--- config.mk ---
export PLATFORM = sky130hd
export DESIGN_NAME = sr_ff_bank
export DESIGN_NICKNAME = d
export VERILOG_FILES = /design/src/rtl/sr_ff_bank.sv
export SDC_FILE = /design/constraint.sdc
export NUM_CORES = 1
export LEC_CHECK = 0
export ABC_CLOCK_PERIOD_IN_PS = 2900
export BUFFER_PORTS_ARGS = -buffer_cell sky130_fd_sc_hd__buf_4
export CORE_MARGIN = 10
export CORE_UTILIZATION = 45
export CTS_BUF_LIST = sky130_fd_sc_hd__clkbuf_4 sky130_fd_sc_hd__clkbuf_8
export DETAILED_ROUTE_END_ITERATION = 8
export GPL_TIMING_DRIVEN = 0
export MAX_ROUTING_LAYER = met4
export PLACE_DENSITY_LB_ADDON = 0.12
export REMOVE_ABC_BUFFERS = 1
export SLEW_MARGIN = 30
export SYNTH_ARGS = -nofsm -noshare
export SYNTH_HDL_FRONTEND = slang
export SYNTH_SLANG_ARGS = --single-unit
--- constraint.sdc ---
create_clock -name clk -period 2.9 [get_ports clk]
set_clock_uncertainty 0.15 [all_clocks]
set_input_delay 0 -clock clk [delete_from_list [all_inputs] [get_ports clk]]
set_output_delay 0 -clock clk [all_outputs]
set_load 0.02 [all_outputs]
--- src/rtl/sr_ff_bank.sv ---
// -----------------------------------------------------------------------------
// sr_ff_bank
//
// Bank of WIDTH edge-triggered flip-flops sharing one clock. A run-time mode
// select picks the per-channel next-state function (SR, JK, D or T), and a
// common enable gates every update. In SR mode the forbidden input (s=r=1)
// is detected per channel. It sets a sticky per-channel flag and adds to a
// saturating event counter.
//
// There is no handshake: every input is sampled on each rising edge of clk,
// and every output is a register (or the inverse of one), one cycle later.
//
// Parameters
//   WIDTH   : number of channels (1..32)
//   CNT_W   : width of the forbidden-event counter
//
// Ports
//   clk      in   rising-edge clock
//   reset    in   synchronous, active-high reset
//   en       in   update enable for the channel state (0 = hold)
//   mode     in   00=SR, 01=JK, 10=D, 11=T (applies to all channels)
//   s        in   per-channel S / J / D / T input
//   r        in   per-channel R / K input (ignored in D and T modes)
//   clr_err  in   clears err and err_cnt (works regardless of en)
//   q        out  channel state
//   q_bar    out  always ~q
//   err      out  sticky per-channel SR forbidden-input flag
//   err_cnt  out  saturating count of forbidden events
// -----------------------------------------------------------------------------
module sr_ff_bank #(
   parameter int WIDTH = 4,
   parameter int CNT_W = 8
) (
   input  logic             clk,
   input  logic             reset,
   input  logic             en,
   input  logic [1:0]       mode,
   input  logic [WIDTH-1:0] s,
   input  logic [WIDTH-1:0] r,
   input  logic             clr_err,
   output logic [WIDTH-1:0] q,
   output logic [WIDTH-1:0] q_bar,
   output logic [WIDTH-1:0] err,
   output logic [CNT_W-1:0] err_cnt
);

   localparam logic [1:0] MODE_SR = 2'b00;
   localparam logic [1:0] MODE_JK = 2'b01;
   localparam logic [1:0] MODE_D  = 2'b10;
   localparam logic [1:0] MODE_T  = 2'b11;

   // The adder must hold the counter plus a popcount of up to 32 (6 bits)
   // without overflowing, whatever CNT_W is.
   localparam int SUM_W = ((CNT_W > 6) ? CNT_W : 6) + 1;
   localparam logic [SUM_W-1:0] CNT_MAX = {{(SUM_W-CNT_W){1'b0}}, {CNT_W{1'b1}}};

   logic [WIDTH-1:0] q_q,   q_d;
   logic [WIDTH-1:0] err_q, err_d;
   logic [CNT_W-1:0] cnt_q, cnt_d;

   logic [WIDTH-1:0] forbid;
   logic [5:0]       pop;
   logic [WIDTH-1:0] err_base;
   logic [CNT_W-1:0] cnt_base;
   logic [SUM_W-1:0] sum;

   // Channel next state. Written as vector equations so every channel is
   // the same small gate network.
   always_comb begin
      q_d = q_q;
      if (en) begin
         unique case (mode)
            // s=r=1 holds: the set term is masked by r, the clear term by s.
            MODE_SR: q_d = (q_q | (s & ~r)) & ~(r & ~s);
            MODE_JK: q_d = (s & ~q_q) | (~r & q_q);
            MODE_D:  q_d = s;
            MODE_T:  q_d = q_q ^ s;
            default: q_d = q_q;
         endcase
      end
   end

   // Forbidden events only exist in enabled SR mode.
   always_comb begin
      forbid = '0;
      if (en && (mode == MODE_SR)) begin
         forbid = s & r;
      end
   end

   always_comb begin
      pop = '0;
      for (int i = 0; i < WIDTH; i++) begin
         pop = pop + 6'(forbid[i]);
      end
   end

   // clr_err wipes the old state first, so an event in the same cycle is
   // still recorded on top of the cleared value.
   always_comb begin
      err_base = clr_err ? '0 : err_q;
      cnt_base = clr_err ? '0 : cnt_q;
      err_d    = err_base | forbid;
      sum      = SUM_W'(cnt_base) + SUM_W'(pop);
      cnt_d    = (sum > CNT_MAX) ? {CNT_W{1'b1}} : sum[CNT_W-1:0];
   end

   always_ff @(posedge clk) begin
      if (reset) begin
         q_q   <= '0;
         err_q <= '0;
         cnt_q <= '0;
      end else begin
         q_q   <= q_d;
         err_q <= err_d;
         cnt_q <= cnt_d;
      end
   end

   assign q       = q_q;
   assign q_bar   = ~q_q;  // derived from the register, so it can never disagree with q
   assign err     = err_q;
   assign err_cnt = cnt_q;

endmodule

==> impl_results.md <==
* Outcome: complete, no violations
* Avg Cell Area, Syn at 8.55 µm²
* Async set-or-reset flop fraction in the synthesized netlist at 0
* Clock Power Share at 0.305
* Post-CTS setup buffers at 0
* Hold crit path type: in2reg
* CTS H-tree depth at 1
* Total clock sinks at 16
* Synth area leader: dfxtp_1
* Worst setup startpoint: r[0]
* CTS Buffer Depth at 2
* Detail Placement HPWL at 1990 µm
* Worst-Skew Late Latency at 0.29 ns
* Number of CTS-inserted buffers at 3
* Setup crit end: err_cnt[6]
* Final hold vios at 0
* Net switching power at 0.000141 W
* Num rows at 16
* Largest net degree at the start of global routing at 19
* Netlist cell types at 33
* Register area share after synthesis at 0.329
* Worst reg2reg setup slack at 0.57 ns
* Yosys top cell area share at 0.329
* Fillers at 174
* Post-synth EDFFs at 0
* PwrDens at 354 nW/µm²
* Reg-to-reg startpoint: q[1]
* Fin. max-slew vios at 0
* Fin nets at 179
* Fmax at 367 MHz
* Drt pass-1 iters at 4
* DP Worst Slack at around 0.14 ns
* Tcrit/Tclk final at 0.939
* Global router's overall resource usage at 0.131
* CTS tree: yes
* Setup TNS at 0 ns
* Vias in the first global route at 1052
* Chip height at 66.5 µm
* Worst Setup Path Type: in2reg
* DRC viols at 0
* Most area-consuming cells after synthesis: dfxtp_1 33%, fa_1 6.2%, mux2i_1 6.2%, o21ai_0 5.1%, inv_1 4.6%
* Port buffer count at 33
* Io pins at 34
* Worst Setup End Kind: flip-flop
* Initial antenna violation count at 0
* Routed Antenna Nets at 0
* Post-Synthesis Cell Area at around 970 µm²
* Reg-to-Reg End: q[1]
* Post-synthesis instance total at 114
* Worst hold margin at about 0.0036 ns
* Final core occ at 0.709
* P&R area growth vs syn at 45.6%
* Number of DRC markers in iteration 0 at 47
* Flop pwr share at 0.460
* PnR worst setup slack at 0.177 ns
* Total power at 0.000503 W
* Core box area at 2000 µm²
* Via-per-instance ratio at 5.30
* Peak supply drop at 0.000240 V
* Antenna cells at 0
* Final wirelength at 2760 µm
* Comb power frac at 0.236
* GPL Wtd Cong at approximately 0.77
* Initial core utilization at 0.487
* Layout cell share with drive strength beyond 1 at 0.275
* GRT overflow at 0
* RSZ-0062 raised after global routing: false
* Vias post-DR at about 990
* Synth warnings at 0
* Setup-failing EPs final at 0
* Pint at 0.000362 W
* Slew HR at 0.797
* Chip width at 66.5 µm
* CTS root buffer: clkbuf_4
* Area of the die at 4430 µm²
* Main flop type after synthesis: dfxtp_1
* WP data required at 2.93 ns
* Sw frac at 0.281
* Tmin final at 2.72 ns
* Worst path arrival time at 2.76 ns
* First-pass GRT wire length at about 4700 µm
* Detailed-route wire length per cell at 14.7 µm
* P_leak at 0.654 nW
* Max-cap violations at 0
* Worst-Margin Slew at 0.301 ns
* Critical Path Fanout Max at 5
* Clock transition at path regs at about 0.1 ns
* Worst setup SP type: primary input
* Worst R2R Path Depth at 6
* Worst hold path depth at 3
* #FFs+latches synth at 16
==> stage by stage <==
| step | cell area, µm² | cells |
|---|---|---|
| detailed placement | 1230 | 168 |
| CTS | 1420 | 187 |
| global placement | 1230 | 168 |
| finish | 1420 | 187 |
| global route | 1420 | 187 |
| floorplan | 948 | 108 |
==> flip-flops by register name (all words and copies together), names as in the netlist <==
register,count
err_cnt,8
err,4
q,4
==> worst min path at each step <==
stage,startpoint,slack [ns],endpoint
final,mode[0],0.004,q[2]
after global routing,s[1],0.05,err[1]
after CTS,s[0],0.001,err[0]
after detailed placement,clr_err,0.12,err_cnt[7]
after global placement,clr_err,0.11,err_cnt[7]
after floorplan,reset,-0.09,err_cnt[3]
==> cells in the final DEF (no fill, tap or decap), types with 2 or more instances in the layout <==
master         count
nor3_1             3
clkbuf_4           3
buf_4             33
dlygate4sd3_1     15
a21oi_1            7
nand3_1            3
inv_1             12
o21ai_0           10
nand2_1            7
nor2_1             7
nor2b_1            4
dfxtp_1           16
o21a_1             4
and3_1             4
a211oi_1           4
mux2i_1            6
nand2b_1           2
fa_1               2
==> repair_timing <==
item,CTS,global route
resized for setup,0,1
hold buffers,15,0
hold endpoints to repair,16,0
setup endpoints to repair,0,1
==> final cells by class <==
type                    count  area [µm²]  share of cell area
clock buffers               4        36.3              0.0256
inverters                  12        45.0              0.0317
multi-input cells          80         586               0.413
flip-flops and latches     16         320               0.226
well taps                  27        33.8              0.0238
repair buffers             48         398               0.280
==> power by group through the flow <==
| stage | Clock (W) | Sequential [W] | Combinational [W] |
|---|---|---|---|
| 6_report | 0.000153 | 0.000231 | 0.000119 |
| 5_1_grt | 0.000167 | 0.000232 | 0.000130 |
| 4_1_cts | 0.000155 | 0.000231 | 0.000117 |
| 3_5_place_dp | 0 | 0.000236 | 0.0000985 |
| 3_3_place_gp | 0 | 0.000236 | 0.0000968 |
| 2_1_floorplan | 0 | 0.000244 | 0.0000397 |
==> critical path: stages <==
cell	delay, ns
dlygate4sd3_1	0.54
buf_4	0.14
and3_1	0.19
fa_1	0.53
inv_1	0.05
fa_1	0.43
inv_1	0.08
fa_2	0.28
nand3_1	0.12
a2111oi_1	0.37
==> logic make-up after synthesis <==
logic type	synth area share
multiplexers	0.0616
adder cells (fa/ha/maj)	0.0745
buffers and inverters	0.0732
XOR/XNOR	0.0180
flip-flops	0.329
AND/OR/NAND/NOR	0.211
AO/OA/AOI/OAI	0.234
==> metal layers <==
metal	GRT usage	wire length, µm	vias to the layer above	share of wire
met3	0.0418	146	2	0.053
met1	0.146	1270	472	0.46
met5	-	0	-	0
met4	0.0366	11	0	0.0040
li1	-	-	490	-
met2	0.219	1330	27	0.48
==> synth_stat cells (2+ instances only) <==
cell and count:
a211oi_1 4, a21oi_1 7, and3_1 4, buf_2 3, clkbuf_1 3, dfxtp_1 16, fa_1 3, inv_1 12
mux2i_1 6, nand2_1 7, nand2b_1 2, nand3_1 3, nor2_1 7, nor2b_1 4, nor3_1 3, o21a_1 4
o21ai_0 10
(Power assumes the default switching activity.)
